==> config.mk <==
export PLATFORM = sky130hd
export DESIGN_NAME = sumres_seq_flat
export DESIGN_NICKNAME = d
export VERILOG_FILES = /design/src/rtl/sumres_pkg.sv /design/src/rtl/sumres_seq_if.sv /design/src/rtl/sumres_nibble.sv /design/src/rtl/sumres_seq.sv /design/src/flat_wrapper.sv
export SDC_FILE = /design/constraint.sdc
export NUM_CORES = 1
export LEC_CHECK = 0
export CAP_MARGIN = 20
export CORE_MARGIN = 4
export CORE_UTILIZATION = 47
export CTS_CLUSTER_SIZE = 25
export DETAILED_ROUTE_END_ITERATION = 10
export PLACE_DENSITY = 0.75
export SLEW_MARGIN = 25
export SYNTH_ARGS = -nofsm -noshare
export SYNTH_HDL_FRONTEND = slang
export SYNTH_HIERARCHICAL = 1
export SYNTH_SLANG_ARGS = --single-unit
==> constraint.sdc <==
create_clock -name clk -period 2.85 [get_ports clk]
set_input_delay 0.57 -clock clk [delete_from_list [all_inputs] [get_ports clk]]
set_output_delay 0.57 -clock clk [all_outputs]
set_load 0.05 [all_outputs]
==> src/rtl/sumres_pkg.sv <==
// sumres_pkg: types and constants shared by the multi-precision add/sub
// sequencer, its bus interface and its 4-bit slice.
//   state_t    - sequencer FSM states (IDLE, RUN, DONE)
//   OPE_ADD/SUB - encoding of the operation select
//   NIBBLE_W   - width of one slice
//   cnt_width  - nibble counter width: clog2(n), never less than 1
package sumres_pkg;

    localparam int NIBBLE_W = 4;

    localparam logic OPE_ADD = 1'b0;
    localparam logic OPE_SUB = 1'b1;

    typedef enum logic [1:0] {
        IDLE = 2'd0,
        RUN  = 2'd1,
        DONE = 2'd2
    } state_t;

    function automatic int cnt_width(input int n);
        return (n <= 2) ? 1 : $clog2(n);
    endfunction

endpackage

==> src/rtl/sumres_seq_if.sv <==
// sumres_seq_if: request/result bundle of the add/sub sequencer.
//   in_start, in_ope, in_a, in_b, in_cy  - request side (driven by master)
//   out_s, out_cy0, out_ovf, out_zero    - registered result
//   out_busy, out_done                   - status / completion pulse
// master = requester, slave = sequencer.
interface sumres_seq_if #(
    parameter int NIBBLES = 4
);
    import sumres_pkg::*;

    logic                          in_start;
    logic                          in_ope;
    logic [NIBBLE_W*NIBBLES-1:0]   in_a;
    logic [NIBBLE_W*NIBBLES-1:0]   in_b;
    logic                          in_cy;
    logic [NIBBLE_W*NIBBLES-1:0]   out_s;
    logic                          out_cy0;
    logic                          out_ovf;
    logic                          out_zero;
    logic                          out_busy;
    logic                          out_done;

    modport master (
        output in_start, in_ope, in_a, in_b, in_cy,
        input  out_s, out_cy0, out_ovf, out_zero, out_busy, out_done
    );

    modport slave (
        input  in_start, in_ope, in_a, in_b, in_cy,
        output out_s, out_cy0, out_ovf, out_zero, out_busy, out_done
    );

endinterface

==> src/rtl/sumres_nibble.sv <==
// sumres_nibble: combinational 4-bit add/subtract slice.
//   a, b  - operand nibbles
//   cin   - carry in
//   ope   - OPE_ADD: a+b+cin, OPE_SUB: a+~b+cin
//   s     - 4-bit sum
//   cout  - carry out of bit 3
//   c3    - carry into bit 3 (cout ^ c3 gives signed overflow on the top nibble)
module sumres_nibble
    import sumres_pkg::*;
(
    input  logic [NIBBLE_W-1:0] a,
    input  logic [NIBBLE_W-1:0] b,
    input  logic                cin,
    input  logic                ope,
    output logic [NIBBLE_W-1:0] s,
    output logic                cout,
    output logic                c3
);

    logic [NIBBLE_W-1:0] b_eff;
    logic [3:0]          low_sum;

    assign b_eff = (ope == OPE_SUB) ? ~b : b;

    // Low three bits added separately so the carry into bit 3 is visible.
    assign low_sum = {1'b0, a[2:0]} + {1'b0, b_eff[2:0]} + {3'b000, cin};
    assign c3      = low_sum[3];

    assign s[2:0] = low_sum[2:0];
    assign s[3]   = a[3] ^ b_eff[3] ^ c3;
    assign cout   = (a[3] & b_eff[3]) | (c3 & (a[3] ^ b_eff[3]));

endmodule

==> src/rtl/sumres_seq.sv <==
// sumres_seq: wide add/subtract built from one time-multiplexed 4-bit slice.
// Operands are latched on start and processed LS nibble first, one nibble
// per clock, with a registered carry between nibbles. The result and its
// flags are loaded only on the completion edge and held otherwise.
//   clk   - system clock, rising edge
//   rst_n - asynchronous active-low reset
//   bus   - sumres_seq_if slave port (request, result, busy/done)
module sumres_seq
    import sumres_pkg::*;
#(
    parameter int NIBBLES = 4
) (
    input  logic          clk,
    input  logic          rst_n,
    sumres_seq_if.slave   bus
);

    localparam int                CNT_W    = cnt_width(NIBBLES);
    localparam logic [CNT_W-1:0]  LAST_CNT = CNT_W'(NIBBLES - 1);

    state_t state_reg;
    state_t state_next;

    logic [NIBBLES-1:0][NIBBLE_W-1:0] a_reg;
    logic [NIBBLES-1:0][NIBBLE_W-1:0] b_reg;
    logic [NIBBLES-1:0][NIBBLE_W-1:0] part_reg;
    logic [NIBBLES-1:0][NIBBLE_W-1:0] final_sum;
    logic                             ope_reg;
    logic                             carry_reg;
    logic [CNT_W-1:0]                 cnt_reg;

    logic [NIBBLES-1:0][NIBBLE_W-1:0] out_s_reg;
    logic                             out_cy0_reg;
    logic                             out_ovf_reg;
    logic                             out_zero_reg;

    logic load_en;
    logic step_en;
    logic last_en;
    logic busy_c;
    logic done_c;

    logic [NIBBLE_W-1:0] slice_s;
    logic                slice_cout;
    logic                slice_c3;

    sumres_nibble u_slice (
        .a    (a_reg[cnt_reg]),
        .b    (b_reg[cnt_reg]),
        .cin  (carry_reg),
        .ope  (ope_reg),
        .s    (slice_s),
        .cout (slice_cout),
        .c3   (slice_c3)
    );

    // State register
    always_ff @(posedge clk or negedge rst_n) begin
        if (!rst_n) begin
            state_reg <= IDLE;
        end else begin
            state_reg <= state_next;
        end
    end

    // Next-state logic
    always_comb begin
        state_next = state_reg;
        case (state_reg)
            IDLE:    state_next = bus.in_start ? RUN : IDLE;
            RUN:     state_next = (cnt_reg == LAST_CNT) ? DONE : RUN;
            DONE:    state_next = bus.in_start ? RUN : IDLE;
            default: state_next = IDLE;
        endcase
    end

    // Output / control decode
    always_comb begin
        load_en = 1'b0;
        step_en = 1'b0;
        last_en = 1'b0;
        busy_c  = 1'b0;
        done_c  = 1'b0;
        case (state_reg)
            IDLE: begin
                load_en = bus.in_start;
            end
            RUN: begin
                busy_c  = 1'b1;
                step_en = 1'b1;
                last_en = (cnt_reg == LAST_CNT);
            end
            DONE: begin
                done_c  = 1'b1;
                load_en = bus.in_start;
            end
            default: ;
        endcase
    end

    // The nibble being computed this cycle is not in part_reg yet, so the
    // completed word is part_reg with the live slice output folded in.
    genvar gi;
    generate
        for (gi = 0; gi < NIBBLES; gi++) begin : g_final
            assign final_sum[gi] = (cnt_reg == CNT_W'(gi)) ? slice_s : part_reg[gi];
        end
    endgenerate

    // Datapath
    always_ff @(posedge clk or negedge rst_n) begin
        if (!rst_n) begin
            a_reg        <= '0;
            b_reg        <= '0;
            part_reg     <= '0;
            ope_reg      <= 1'b0;
            carry_reg    <= 1'b0;
            cnt_reg      <= '0;
            out_s_reg    <= '0;
            out_cy0_reg  <= 1'b0;
            out_ovf_reg  <= 1'b0;
            out_zero_reg <= 1'b0;
        end else begin
            if (load_en) begin
                a_reg     <= bus.in_a;
                b_reg     <= bus.in_b;
                ope_reg   <= bus.in_ope;
                carry_reg <= bus.in_cy;
                cnt_reg   <= '0;
            end else if (step_en) begin
                part_reg[cnt_reg] <= slice_s;
                carry_reg         <= slice_cout;
                // Counter parks on the last nibble rather than wrapping.
                if (!last_en) begin
                    cnt_reg <= cnt_reg + 1'b1;
                end
            end

            if (last_en) begin
                out_s_reg    <= final_sum;
                out_cy0_reg  <= slice_cout;
                out_ovf_reg  <= slice_c3 ^ slice_cout;
                out_zero_reg <= (final_sum == '0);
            end
        end
    end

    assign bus.out_s    = out_s_reg;
    assign bus.out_cy0  = out_cy0_reg;
    assign bus.out_ovf  = out_ovf_reg;
    assign bus.out_zero = out_zero_reg;
    assign bus.out_busy = busy_c;
    assign bus.out_done = done_c;

endmodule

==> src/flat_wrapper.sv <==
// flat-port wrapper written by rule: the top's interface ports become plain ports
module sumres_seq_flat import sumres_pkg::*;
#(
    parameter int NIBBLES = 4
)
  (clk, rst_n, bus_in_start, bus_in_ope, bus_in_a, bus_in_b, bus_in_cy, bus_out_s, bus_out_cy0, bus_out_ovf, bus_out_zero, bus_out_busy, bus_out_done);
  sumres_seq_if #(.NIBBLES(NIBBLES)) bus_i ();
  input  logic clk;
  input  logic rst_n;
  input wire logic [$bits(bus_i.in_start)-1:0] bus_in_start;
  input wire logic [$bits(bus_i.in_ope)-1:0] bus_in_ope;
  input wire logic [$bits(bus_i.in_a)-1:0] bus_in_a;
  input wire logic [$bits(bus_i.in_b)-1:0] bus_in_b;
  input wire logic [$bits(bus_i.in_cy)-1:0] bus_in_cy;
  output wire logic [$bits(bus_i.out_s)-1:0] bus_out_s;
  output wire logic [$bits(bus_i.out_cy0)-1:0] bus_out_cy0;
  output wire logic [$bits(bus_i.out_ovf)-1:0] bus_out_ovf;
  output wire logic [$bits(bus_i.out_zero)-1:0] bus_out_zero;
  output wire logic [$bits(bus_i.out_busy)-1:0] bus_out_busy;
  output wire logic [$bits(bus_i.out_done)-1:0] bus_out_done;
  assign bus_i.in_start = bus_in_start;
  assign bus_i.in_ope = bus_in_ope;
  assign bus_i.in_a = bus_in_a;
  assign bus_i.in_b = bus_in_b;
  assign bus_i.in_cy = bus_in_cy;
  assign bus_out_s = bus_i.out_s;
  assign bus_out_cy0 = bus_i.out_cy0;
  assign bus_out_ovf = bus_i.out_ovf;
  assign bus_out_zero = bus_i.out_zero;
  assign bus_out_busy = bus_i.out_busy;
  assign bus_out_done = bus_i.out_done;
  sumres_seq #(.NIBBLES(NIBBLES)) u_core (.clk(clk), .rst_n(rst_n), .bus(bus_i));
endmodule
==> flow_results.org <==
** Placement
- Placer Congestion :: 0.839
- Input/output buffers :: 57
- Once placement finished, the instance area stood at 3950 µm².
- Detailed Place HPWL :: 4680 µm

** Finish
- Of the cells placed in the final design, the portion with a size suffix greater than 1 is 0.179.
- Final-layout fill cell count :: 590
- Final #Nets :: 412
- Layout overhead on the synthesized area :: 26.5%
- The finished cells cover 4140 µm².
- Once layout is complete, the utilization of the core stands at 0.610.
- The repair_antennas step left the layout with diodes totalling 0.

** Timing
- The tightest hold path in the finished design has a slack of 0.150 ns.
- Setup violations remaining at the end of the flow were counted as 0.
- On the final layout, the worst clock skew is 0.00838 ns.
- Headroom to the max-slew limit :: 0.665
- The number of max-slew violations in the final report is 0.
- The count of final hold-check violations came to 0.
- In the finished design, the share of the clock period the worst path needs comes to 0.985.
- The clock period could shrink to 2.81 ns.
- Derived from the worst setup path, the maximum achievable clock frequency is 0.356 GHz.
- Setup repair after global routing could not meet its margin everywhere.
- At the pin with the least slew margin, the transition time is 0.501 ns.

** Critical path
- For the worst setup path, the data required time is 3.09 ns.
- STA classifies the critical path startpoint as a flip-flop.
- The worst setup path is captured at a flip-flop.
- Data on the critical path arrives at its endpoint at 3.05 ns.
- Source of the critical timing path :: u_core/cnt_reg[0]
- R2r startpoint :: u_core/cnt_reg[0]
- The setup path with the least slack is of type reg -> reg.
- In this run the critical register-to-register path is captured at u_core/bus.out_zero.
- Of all nets on the critical path, the largest fanout is 7.
- Register-to-Register Setup Slack :: 0.04 ns
- Worst reg2reg path depth :: 8

** Synthesis
- Share of the yosys chip area belonging to registers :: 0.527
- In this run, synthesis produced a sequential element count of 69.
- Total number of yosys warnings :: 6
- Cell accounting for the most synthesized area :: sky130_fd_sc_hd__dfrtp_1
- The number of nets handed over by synthesis was 350.
- Async S/R FF share, synth :: 1.00
- Among all flip-flop cells after synthesis, the most frequent one is sky130_fd_sc_hd__dfrtp_1.
- Count of different cell masters after synthesis :: 31
- Synthesis produced 304 cells.
- Synth area leaders :: sky130_fd_sc_hd__dfrtp_1 53%, sky130_fd_sc_hd__nand2_1 13%, sky130_fd_sc_hd__mux2_4 5.5%
- In this run, synthesis inferred 0 flip-flops with an integrated enable.
- A synthesized cell averages 10.8 µm².
- Of the post-synthesis cell area, the dominant cell type holds 0.527.
- Area of the mapped netlist :: 3280 µm²

** Detailed routing
- Detailed routing inserted a total of 2,258 vias.
- In the routed design, unresolved DRC markers number 0.
- First-iteration detailed-routing DRC count :: 47
- WL per Instance :: 13.4 µm
- Final Routed Wirelength :: 6240 µm
- After detailed routing, the number of vias per cell comes to 4.86.
- For this run, the detailed router's first-pass iteration total came to 4.
- Detail Route Antenna Nets :: 0

** Clocking
- Clock-pin slew on the worst setup and hold paths :: 0.07 ns
- Clock root cell :: sky130_fd_sc_hd__clkbuf_8
- Number of buffers added by the clock tree synthesis step :: 9
- TritonCTS clock tree :: done
- Clock latency on the worst-skew pair, taken at its later pin, is 0.34 ns.
- Number of buffers on the longest clock path :: 2
- H-Tree Depth :: 3
- Number of clock sinks :: 69

** Floorplan
- The initial utilization of the core area, before any placement, comes to 0.482.
- From left edge to right edge, the die measures 91.5 µm.
- Core Region :: 6790 µm²
- Die boundary height :: 91.5 µm
- Standard-cell rows :: 30
- In this run the count of I/O pins placed on the die edge is 58.
- Die Outline Area :: 8370 µm²

** Global route
- For this run, the total global-route usage over all layers was measured as 0.165.
- The first global-routing pass estimated 10,900 µm of wire.
- The via count of the first global-routing pass came to 2,370.
- Gr ovfl total :: 0
- Entering global routing, the biggest net connects 35 pins.
- The number of antenna violations at the first check in global routing was 0.

** Min path
- Worst min-delay path class :: in -> async

** Run status
- Outcome :: completed

** Flow run
- Across the run, the number of max-cap violations was 0.
[placed cells by master (no fill, tap or decap), drive strengths merged]
cell type / instances
clkdlybuf4s50: 56
buf: 17
dfrtp: 69
nor2b: 2
ha: 6
nand3b: 1
o21ai: 17
mux2: 17
clkinv: 2
mux4: 8
and2b: 1
xor2: 4
clkbuf: 12
xnor2: 2
inv: 7
o31ai: 1
nand2b: 1
or3b: 1
a21oi: 1
nand2: 119
nor4: 4
o22ai: 1
fa: 3
mux2i: 13
and2: 1
nand3: 3
[cells by family (layout without fill, tap and decap cells)]
family	Yosys count	after routing	synth area share
and+or+nand+nor	133	133	0.170
DFF	69	69	0.527
muxes	38	38	0.167
buffers and inverters	29	94	0.0466
AOI/OAI and AO/OA	20	20	0.0317
adders and majority gates	9	9	0.0413
xor gates and xnor gates	6	6	0.0160
[what timing repair did]
item | in CTS | in global routing
pin swaps | 0 | 0
hold buffers | 0 | 0
resized for setup | 3 | 5
buffers inserted | 0 | 1
endpoints found under the setup margin | 8 | 8
[critical path, stage by stage (launching register included)]
cell	delay [ns]
sky130_fd_sc_hd__dfrtp_2	0.45
sky130_fd_sc_hd__buf_4	0.14
sky130_fd_sc_hd__mux4_2	0.52
sky130_fd_sc_hd__fa_2	0.43
sky130_fd_sc_hd__fa_1	0.39
sky130_fd_sc_hd__xor2_1	0.19
sky130_fd_sc_hd__nor4_2	0.28
sky130_fd_sc_hd__o21ai_1	0.10
sky130_fd_sc_hd__o31ai_1	0.20
[metal layers]
layer / GRT usage / part of all wire / vias up
met4: 0.0666 / 0.015 / 0
li1: - / - / 1110
met2: 0.262 / 0.47 / 65
met3: 0.0481 / 0.051 / 9
met5: 0 / 0 / -
met1: 0.212 / 0.46 / 1074
[synthesized netlist by cell type, drive strengths merged (2+ instances only)]
cell / n
mux2i: 13
fa: 3
inv: 7
o21ai: 17
nor2b: 2
xor2: 4
mux4: 8
nand3: 3
ha: 6
clkbuf: 2
nand2: 119
xnor2: 2
buf: 20
mux2: 17
dfrtp: 69
nor4: 4
[area by class of cell]
class / count / area (µm²) / share of cell area
Timing Repair Buffer: 73 / 686 / 0.165
Clock buffer: 12 / 155 / 0.0374
Sequential cell: 69 / 1730 / 0.417
Clock inverter: 2 / 10.0 / 0.00242
Multi-Input combinational cell: 206 / 1420 / 0.342
Tap cell: 96 / 120 / 0.0290
Inverter: 7 / 26.3 / 0.00634
[through the flow]
stage          setup slack (ns)  std cells  setup TNS, ns
6_report                 0.0415        465              0
5_1_grt                  -0.136        465         -0.458
4_1_cts                  0.0142        464              0
3_5_place_dp             -0.123        450         -0.442
3_3_place_gp          -0.000556        450       -0.00135
2_1_floorplan           -0.0950        304        -0.0950
[worst max path at each step]
stage / end / slack, ns / cells after the start
floorplan: u_core/bus.out_zero / -0.1 / 12
global placement: u_core/part_reg[11] / -0.0006 / 9
detailed placement: u_core/bus.out_zero / -0.12 / 8
CTS: u_core/bus.out_zero / 0.01 / 10
global route: u_core/bus.out_zero / -0.14 / 10
finish: u_core/bus.out_zero / 0.04 / 8
Power is not shown: default switching activity piles up to over one toggle a cycle in this logic, so the estimate is an artifact.
